### src/rtl/cla_addsub_pipe_if.sv
// Operand/result bus of the pipelined CLA add/sub unit.
// Handshake: a beat moves on a rising clk edge where valid && ready; the producer holds its payload and valid steady until then, ready may depend combinationally on the downstream side.
interface cla_addsub_pipe_if #(
  parameter int WIDTH = 16
);
  logic             in_valid;
  logic             in_ready;
  logic [WIDTH-1:0] a;
  logic [WIDTH-1:0] b;
  logic [1:0]       mode;
  logic             out_valid;
  logic             out_ready;
  logic [WIDTH-1:0] sum;
  logic             flag_n;
  logic             flag_z;
  logic             flag_v;

  modport master (
    output in_valid, a, b, mode, out_ready,
    input  in_ready, out_valid, sum, flag_n, flag_z, flag_v
  );

  modport slave (
    input  in_valid, a, b, mode, out_ready,
    output in_ready, out_valid, sum, flag_n, flag_z, flag_v
  );
endinterface

### src/rtl/cla_addsub_pipe.sv
// Elastic pipelined carry-lookahead add/sub with optional saturation and N/Z/V flags.
// Each stage resolves NGROUPS/STAGES lookahead groups; the final stage also saturates and registers the flags.
module cla_addsub_pipe #(
  parameter int WIDTH  = 16,
  parameter int GROUP  = 4,
  parameter int STAGES = 2
) (
  input logic              clk,
  input logic              rst,
  cla_addsub_pipe_if.slave bus
);
  localparam int NGROUPS = WIDTH / GROUP;
  localparam int GPS     = NGROUPS / STAGES;
  localparam int SBITS   = GPS * GROUP;

  // Stage registers: operands, partial sum, carry into the next stage, mode.
  logic [STAGES-1:0] vld_q;
  logic [WIDTH-1:0]  a_q [STAGES];
  logic [WIDTH-1:0]  b_q [STAGES];
  logic [WIDTH-1:0]  s_q [STAGES];
  logic              c_q [STAGES];
  logic [1:0]        m_q [STAGES];
  logic              n_q, z_q, v_q;

  logic [WIDTH-1:0]  src_a [STAGES];
  logic [WIDTH-1:0]  src_b [STAGES];
  logic [WIDTH-1:0]  src_s [STAGES];
  logic              src_c [STAGES];
  logic [1:0]        src_m [STAGES];
  logic              src_v [STAGES];
  logic [WIDTH-1:0]  s_d   [STAGES];
  logic              c_d   [STAGES];
  logic              en    [STAGES];

  always_comb begin
    src_a[0] = bus.a;
    src_b[0] = bus.mode[0] ? ~bus.b : bus.b;
    src_s[0] = '0;
    src_c[0] = bus.mode[0];
    src_m[0] = bus.mode;
    src_v[0] = bus.in_valid;
    for (int k = 1; k < STAGES; k++) begin
      src_a[k] = a_q[k-1];
      src_b[k] = b_q[k-1];
      src_s[k] = s_q[k-1];
      src_c[k] = c_q[k-1];
      src_m[k] = m_q[k-1];
      src_v[k] = vld_q[k-1];
    end
  end

  logic [GROUP-1:0] gv, pv;
  logic             cc, bc, gg, pg;
  int               base;

  always_comb begin
    gv   = '0;
    pv   = '0;
    cc   = 1'b0;
    bc   = 1'b0;
    gg   = 1'b0;
    pg   = 1'b0;
    base = 0;
    for (int k = 0; k < STAGES; k++) begin
      s_d[k] = src_s[k];
      cc     = src_c[k];
      for (int gi = 0; gi < GPS; gi++) begin
        base = k * SBITS + gi * GROUP;
        gv   = src_a[k][base +: GROUP] & src_b[k][base +: GROUP];
        pv   = src_a[k][base +: GROUP] ^ src_b[k][base +: GROUP];
        bc   = cc;
        gg   = 1'b0;
        for (int j = 0; j < GROUP; j++) begin
          s_d[k][base + j] = pv[j] ^ bc;
          bc = gv[j] | (pv[j] & bc);
          gg = gv[j] | (pv[j] & gg);
        end
        pg = &pv;
        cc = gg | (pg & cc);
      end
      c_d[k] = cc;
    end
  end

  logic [WIDTH-1:0] raw, fin;
  logic             sa, sb, ovf;

  always_comb begin
    raw = s_d[STAGES-1];
    sa  = src_a[STAGES-1][WIDTH-1];
    sb  = src_b[STAGES-1][WIDTH-1];
    ovf = (sa == sb) && (raw[WIDTH-1] != sa);
    fin = raw;
    if (src_m[STAGES-1][1] && ovf)
      fin = sa ? {1'b1, {(WIDTH-1){1'b0}}} : {1'b0, {(WIDTH-1){1'b1}}};
  end

  // A stage may load when any register from it to the output still has room, or the output drains.
  logic all_full;
  always_comb begin
    all_full = 1'b1;
    for (int k = 0; k < STAGES; k++) begin
      all_full = 1'b1;
      for (int j = k; j < STAGES; j++) all_full = all_full & vld_q[j];
      en[k] = bus.out_ready || !all_full;
    end
  end

  always_ff @(posedge clk) begin
    if (rst) begin
      vld_q <= '0;
      n_q   <= 1'b0;
      z_q   <= 1'b0;
      v_q   <= 1'b0;
      for (int k = 0; k < STAGES; k++) begin
        a_q[k] <= '0;
        b_q[k] <= '0;
        s_q[k] <= '0;
        c_q[k] <= 1'b0;
        m_q[k] <= 2'b00;
      end
    end else begin
      for (int k = 0; k < STAGES; k++) begin
        if (en[k]) begin
          vld_q[k] <= src_v[k];
          if (src_v[k]) begin
            a_q[k] <= src_a[k];
            b_q[k] <= src_b[k];
            s_q[k] <= (k == STAGES - 1) ? fin : s_d[k];
            c_q[k] <= c_d[k];
            m_q[k] <= src_m[k];
          end
        end
      end
      if (en[STAGES-1] && src_v[STAGES-1]) begin
        n_q <= fin[WIDTH-1];
        z_q <= (fin == '0);
        v_q <= ovf;
      end
    end
  end

  assign bus.in_ready  = en[0];
  assign bus.out_valid = vld_q[STAGES-1];
  assign bus.sum       = s_q[STAGES-1];
  assign bus.flag_n    = n_q;
  assign bus.flag_z    = z_q;
  assign bus.flag_v    = v_q;
endmodule

### src/flat_wrapper.sv
// flat-port wrapper written by rule: the top's interface ports become plain ports
module cla_addsub_pipe_flat 
#(
  parameter int WIDTH  = 16,
  parameter int GROUP  = 4,
  parameter int STAGES = 2
)
  (clk, rst, bus_in_valid, bus_a, bus_b, bus_mode, bus_out_ready, bus_in_ready, bus_out_valid, bus_sum, bus_flag_n, bus_flag_z, bus_flag_v);
  cla_addsub_pipe_if #(.WIDTH(WIDTH)) bus_i ();
  input logic clk;
  input logic rst;
  input wire logic [$bits(bus_i.in_valid)-1:0] bus_in_valid;
  input wire logic [$bits(bus_i.a)-1:0] bus_a;
  input wire logic [$bits(bus_i.b)-1:0] bus_b;
  input wire logic [$bits(bus_i.mode)-1:0] bus_mode;
  input wire logic [$bits(bus_i.out_ready)-1:0] bus_out_ready;
  output wire logic [$bits(bus_i.in_ready)-1:0] bus_in_ready;
  output wire logic [$bits(bus_i.out_valid)-1:0] bus_out_valid;
  output wire logic [$bits(bus_i.sum)-1:0] bus_sum;
  output wire logic [$bits(bus_i.flag_n)-1:0] bus_flag_n;
  output wire logic [$bits(bus_i.flag_z)-1:0] bus_flag_z;
  output wire logic [$bits(bus_i.flag_v)-1:0] bus_flag_v;
  assign bus_i.in_valid = bus_in_valid;
  assign bus_i.a = bus_a;
  assign bus_i.b = bus_b;
  assign bus_i.mode = bus_mode;
  assign bus_i.out_ready = bus_out_ready;
  assign bus_in_ready = bus_i.in_ready;
  assign bus_out_valid = bus_i.out_valid;
  assign bus_sum = bus_i.sum;
  assign bus_flag_n = bus_i.flag_n;
  assign bus_flag_z = bus_i.flag_z;
  assign bus_flag_v = bus_i.flag_v;
  cla_addsub_pipe #(.WIDTH(WIDTH), .GROUP(GROUP), .STAGES(STAGES)) u_core (.clk(clk), .rst(rst), .bus(bus_i));
endmodule
### config.mk
export PLATFORM = sky130hd
export DESIGN_NAME = cla_addsub_pipe_flat
export DESIGN_NICKNAME = d
export VERILOG_FILES = /design/src/rtl/cla_addsub_pipe_if.sv /design/src/rtl/cla_addsub_pipe.sv /design/src/flat_wrapper.sv
export SDC_FILE = /design/constraint.sdc
export NUM_CORES = 1
export LEC_CHECK = 0
export BUFFER_PORTS_ARGS = -buffer_cell sky130_fd_sc_hd__buf_4
export CAP_MARGIN = 30
export CORE_AREA = 2 2 73 75
export DETAILED_ROUTE_END_ITERATION = 8
export DIE_AREA = 0 0 75 77
export PLACE_DENSITY = 0.73
export REMOVE_ABC_BUFFERS = 1
export SETUP_SLACK_MARGIN = 0.1
export SYNTH_ARGS = -nofsm -noshare
export SYNTH_HDL_FRONTEND = slang
export SYNTH_SLANG_ARGS = --single-unit
### constraint.sdc
create_clock -name clk -period 5.65 [get_ports clk]
set_clock_uncertainty 0.2 [all_clocks]
set_input_delay 0.2825 -clock clk [delete_from_list [all_inputs] [get_ports clk]]
set_output_delay 0.2825 -clock clk [all_outputs]
set_load 0.01 [all_outputs]
; Word level (Yosys, flattened, before mapping)
; Memories as Yosys holds them, arrays and structs flattened.
; Cells that the tools add are included.
[op_classes]
eq_ne = 2
muxes = 23
bitwise_logic = 92
n_reduce_logical = 12
[op_table]
columns = op, n
row1 = $mux W16, 9
row2 = $or A1 B1 Y1, 38
row3 = $and A1 B1 Y1, 29
row4 = $and A4 B4 Y4, 4
row5 = $logic_not A16 Y1, 1
row6 = $not A16 Y16, 1
row7 = $reduce_and A4 Y1, 4
row8 = $xor A1 B1 Y1, 16
row9 = $xor A4 B4 Y4, 4
row10 = $mux W1, 12
row11 = $mux W2, 2
row12 = $logic_and A1 B1 Y1, 3
row13 = $logic_not A1 Y1, 2
row14 = $logic_or A1 B1 Y1, 2
row15 = $eq A1 B1 Y1, 1
row16 = $ne A1 B1 Y1, 1
[word_totals]
reg_bits = 5
ramBits = 102
out_inout_bits = 21
elab_cells = 139
mem_count = 5
[mem_list]
columns = name, words, word_bits, rd, rd_ports_with_merged_regs, write_ports, line
row1 = u_core.a_q, 2, 16, 1, 0, 2, cla_addsub_pipe.sv:18  ; logic [WIDTH-1:0] a_q [STAGES];
row2 = u_core.b_q, 2, 16, 1, 0, 2, cla_addsub_pipe.sv:19  ; logic [WIDTH-1:0] b_q [STAGES];
row3 = u_core.s_q, 2, 16, 2, 0, 2, cla_addsub_pipe.sv:20  ; logic [WIDTH-1:0] s_q [STAGES];
row4 = u_core.m_q, 2, 2, 1, 0, 2, cla_addsub_pipe.sv:22  ; logic [1:0] m_q [STAGES];
row5 = u_core.c_q, 2, 1, 1, 0, 2, cla_addsub_pipe.sv:21  ; logic c_q [STAGES];

; Depth between registers and ports, before layout
; An unclocked memory read counts as a cell.
[logic_depth]
ltp_word = 21
ltp_mapped = 12
mapped_depth_nobuf = 11

; Worst setup path after synthesis
; Ideal clock, no wire load.
[synth_path]
path_type = flip-flop to flip-flop
from = memory u_core.b_q[0][8]
to = register u_core.z_q (netlist: u_core.bus.flag_z)
setup_ns = 0.066
arrival_time_ns = 3.783
path_slack_ns = 1.601
stages_incl_launch_ff = 12
n_path_buf = 0
path_cell_list = edfxtp_1 ha_1 a21o_1 a21oi_1 o21ai_0 fa_1 fa_1 fa_1 or4_1 or3_1 a2111o_1 a21oi_2
[synth_via]
elab_chain_cells = 21
elab_cells_between_ends = 37
cone_classes = eq/ne: 1 / mux: 1 / bitwise: 30 / reduce/logical: 4 / memory: 1
[synth_lines]
columns = element, line
row1 = "start, declared", cla_addsub_pipe.sv:19
row2 = $mem_v2 Z2 W16 *, -
row3 = $and A4 B4 Y4, cla_addsub_pipe.sv:69  ; gv = src_a[k][base +: GROUP] & src_b[k][base +: GROUP];
row4 = $and A1 B1 Y1, cla_addsub_pipe.sv:76  ; gg = gv[j] | (pv[j] & gg);
row5 = $or A1 B1 Y1, cla_addsub_pipe.sv:76
row6 = $and A1 B1 Y1, cla_addsub_pipe.sv:76
row7 = $or A1 B1 Y1, cla_addsub_pipe.sv:76
row8 = $and A1 B1 Y1, cla_addsub_pipe.sv:76
row9 = $or A1 B1 Y1, cla_addsub_pipe.sv:76
row10 = [5 not listed], -
row11 = $and A1 B1 Y1, cla_addsub_pipe.sv:75  ; bc = gv[j] | (pv[j] & bc);
row12 = $or A1 B1 Y1, cla_addsub_pipe.sv:75
row13 = $xor A1 B1 Y1, cla_addsub_pipe.sv:74  ; s_d[k][base + j] = pv[j] ^ bc;
row14 = $ne A1 B1 Y1, cla_addsub_pipe.sv:92  ; ovf = (sa == sb) && (raw[WIDTH-1] != sa);
row15 = $logic_and A1 B1 Y1, cla_addsub_pipe.sv:92
row16 = $logic_and A1 B1 Y1, cla_addsub_pipe.sv:94  ; if (src_m[STAGES-1][1] && ovf)
row17 = $mux W16 *, cla_addsub_pipe.sv:94
row18 = $logic_not A16 Y1 *, cla_addsub_pipe.sv:137  ; z_q <= (fin == '0);
row19 = "end signal, assigned", cla_addsub_pipe.sv:137
row20 = "end, declared", cla_addsub_pipe.sv:23  ; logic n_q, z_q, v_q;
; Mark *: on every way between the ends. The rest lies on a longest branch, timed or not.
; A chain may end at the register's enable or synchronous reset.

; Worst setup path after layout
; Same ends and word-level chain as after synthesis.

==> results.md <==
- The clock sink count is 47.
- The remaining design rule violation count is 0.
- The synthesized design spends more area on one cell type than any other, namely edfxtp_1.
- The floorplan has 26 rows.
- The total CTS buffers is 5.
- The final HPWL from detailed placement is 3.484 mm.
- The region available for standard cell placement spans 0.004977 sq mm.
- The hold violation total from the final report came to 0.
- The worst endpoint data arrival time is 4.32 ns.
- The sum of overflow across all layers after global routing is 0.
- The run finished with clean final reports.
- The fraction of met2 tracks used by global routing is 0.2877.
- The share of final-layout standard cells stronger than drive strength 1 is 0.2396.
- Of all flip-flops after synthesis, the portion carrying an async set or reset was 0.
- Counting flops and latches in the post-synthesis netlist gives 47.
- After clock tree synthesis, the setup repair step added 0 buffers.
- In the global route stage, met1 resource usage came out at 0.2121.
- In this design, the critical path's most frequently occurring cell is fa_1.
- The critical path contains buffers and inverters numbering 0 combined.
- In the post-synthesis netlist, the biggest area contributors are edfxtp_1, fa_1, ha_1.
- The power spent charging and discharging nets is 220.8 uW.
- The maximum fanout along the worst path is 2.
- The critical setup path kind is reg -> reg.
- The internal power of the cells is 688.2 uW.
- Buffers inserted to repair hold after CTS numbered 1.
- The maximum count of clock buffers along a single path is 2.
- Gates resized during post-CTS repair numbered 0.
- The signal on the critical path passes through ha_1, a21o_1, a21oi_1, o21ai_0, fa_1, fa_1, fa_1, or4_1, or3_1, a2111o_1, a21oi_2.
- Counting instances in the post-synthesis netlist gives the leading cell types as edfxtp_1, nor2_1, a21oi_1, inv_1, nand2_1.
- Of the total power, the share spent switching nets is 0.2429.
- The share of the Yosys chip area taken by registers is 0.5254.
- Counting every instance in the synthesized netlist gives 229.
- The floorplan step set the die height to 77 um.
- The worst hold path belongs to the class in -> reg.
- Power spread over the standard cell area amounts to 278.9 mW/mm^2.
- The average footprint of a synthesized cell is 11.32 sq um.
- Setup repair after global routing left no endpoint under its margin.
- The max-cap check violation count is 0.
- The most frequently used cell type in the post-synthesis netlist is edfxtp_1.
- For the pin with the worst max-slew slack, the measured transition is 0.8763 ns.
- STA classifies the critical path endpoint as a flip-flop.
- The first global-routing pass estimated 7.645 mm of wire.
- The time the worst path needs with I/O delays and setup is 4.286 ns.
- The sum of routed wire length over all layers is 4.442 mm.
- Dividing the final minimum period by the clock period gives 0.7586.
- The leakage power of the design is 0.001464 uW.
- The horizontal extent of the die is 75 um.
- The total number of H-tree levels is 2.
- The total number of yosys warnings is 0.
- CTS placed an instance of clkbuf_8 at the clock tree root.
- Of the post-synthesis cell area, the dominant cell type holds 0.4867.
- Entering global routing, the biggest net connects 24 pins.
- The global routing usage summed across all routing layers is 0.1718.
- The initial antenna violation count is 0.
- The worst-case IR drop observed on VDD is 0.0001575 V.
- The clock-pin slew reported for the worst setup and hold paths after clock tree synthesis is 0.09 ns.
- Of the total synthesized cell area, the portion taken by XOR and XNOR cells is 0.07388.
- The compound-gate portion of the synthesized area is 0.07098.
- The count of flip-flops with a built-in enable after synthesis is 42.
- The count of nets left with antenna violations after detail routing is 0.
- The growth of design area from synthesis to finish is 25.78%.
- For this configuration, the core starts out at a cell density of 0.5206.
- Before antenna repair, the detailed router went through 5 iterations.
- The DRC violation total after the first TritonRoute iteration is 87.
- The maximum clock frequency is 0.2333 GHz.
- Port buffering added 58 buffers.
- The layer carrying the most global-route usage is met2.
- The via count of the routed design is 1762.
- Of the total synthesized cell area, the portion taken by full adders, half adders and majority gates is 0.1429.
- The main combinational cell family by area after synthesis is adder cells.
- The synthesized netlist occupies a cell area of 0.002591 sq mm.
- The sum of negative setup slack is 0 ns.
- The clock share of power is 0.312.
- The worst hold slack is 0.05344 ns.
- The via count of the first global-routing pass is 1812.
- The delay contributed by the slowest stage of the critical path is 0.53 ns.
- In the synthesized netlist the dominant register cell turns out to be edfxtp_1.
- The floorplan step defined a die boundary enclosing 0.005775 sq mm.
- In this run the tightest slew margin relative to its limit is 0.4119.
- The met3 capacity usage during global routing is 0.03679.
- The multiplexer share of the synthesized area is 0.007726.
- The number of max-slew violations in the final report is 0.
- After detailed routing, the number of vias per cell comes to 4.922.
- The clock latency of the later-clocked register in the worst-skew pair is 0.30 ns.
- The fraction of power consumed by combinational cells is 0.209.
- The element type at the critical path start is a flip-flop.
- The cell family with the largest share of critical-path delay is adder cells.
- Of the total synthesized cell area, the portion taken by AND, OR, NAND and NOR gates is 0.1391.
- The distinct cell type count after synthesis is 35.
- The global placement routability congestion is 0.7973.
- At the end of the flow, the number of nets in the layout was 348.
- On the critical path, the stage with the largest delay is an instance of or4_1.
- TritonCTS built the clock tree.
- In this run the count of I/O pins placed on the die edge is 59.
- Dividing the detail-routed wire length by the instance count gives 12.41 um.
- Setup violations remaining at the end of the flow were counted as 0.
- STA puts the critical path data required time at 5.68 ns.
- The number of diodes added for antenna fixing is 0.
- The sequential power share is 0.478.
stage by stage:
| step | std cells | setup slack (ns) | instance area (sq um) | utilization | total power, uW |
|---|---|---|---|---|---|
| after floorplan | 219 | 1.601 | 2551 | - | 554.0 |
| after global placement | 347 | 1.513 | 3074 | 0.6176 | 624.8 |
| after detailed placement | 349 | 1.395 | 3117 | 0.6262 | 634.2 |
| after CTS | 358 | 1.356 | 3259 | 0.6549 | 913.8 |
| after global routing | 358 | 1.192 | 3259 | 0.6549 | 955.5 |
| final | 358 | 1.364 | 3259 | 0.6549 | 909.0 |
registers in the layout (all words and copies together) (netlist names):
register	flops
u_core.a_q	8
u_core.b_q	8
u_core.bus.flag_n	1
u_core.bus.flag_v	1
u_core.bus.flag_z	1
u_core.c_q	1
u_core.m_q	1
u_core.s_q	24
u_core.vld_q	2
power groups by stage:
stage | registers, uW | clock network, uW | logic (uW)
after floorplan | 446 | 0 | 108
after detailed placement | 443 | 0 | 191
after global placement | 442 | 0 | 182
after global routing | 439 | 299 | 218
final | 435 | 284 | 190
after CTS | 435 | 286 | 193
cell type report:
| class | count | area (sq um) |
|---|---|---|
| clock buffer | 6 | 72.57 |
| clock inverter | 2 | 60.06 |
| inverter | 17 | 63.81 |
| sequential | 47 | 1361 |
| timing repair buffer | 61 | 488.0 |
| fill | 413 | 1718 |
| tap | 70 | 87.58 |
| multi-input combinational | 155 | 1126 |
worst paths after layout:
path	slack, ns	cells past startpoint	end	start
hold reg to reg	0.28	2	u_core.bus.flag_n	u_core.bus.flag_n
setup reg to reg	1.36	11	u_core.bus.flag_z	u_core.b_q[0][8]
setup / recovery	1.36	11	u_core.bus.flag_z	u_core.b_q[0][8]
hold / removal	0.05	3	u_core.vld_q[0]	bus_in_valid
cells by family after synthesis:
logic type / after synthesis
compound gates: 32
xor+xnor: 21
fa+ha+maj: 23
buf+inv: 27
flops: 47
mux: 2
simple gates: 77
cell usage in the layout, fill, tap and decap left out, drive strengths merged, types with 2 or more instances in the layout:
master   n
nand2   14
inv     17
nor3     2
clkbuf   6
mux2i    2
xnor2    9
dfxtp    5
and3    10
nor2    36
edfxtp  42
ha      12
buf     60
xor2    12
nor2b    2
o21ai    3
a21oi   23
or3      2
bufinv   2
fa      11
and3b    2
nand3    4
layer usage:
layer,routed length [um],part of all wire
met5,0,0
met1,1954,0.44
met2,2183,0.49
met3,220,0.050
met4,82,0.018
worst register-to-register path, cell delays in order (launching register included):
cell	delay, ns
edfxtp_1	0.40
ha_1	0.31
a21o_1	0.18
a21oi_1	0.13
o21ai_0	0.15
fa_1	0.47
fa_1	0.47
fa_1	0.50
or4_1	0.53
or3_1	0.40
a2111o_1	0.37
a21oi_2	0.12
Power figures use the tool's default switching activity.
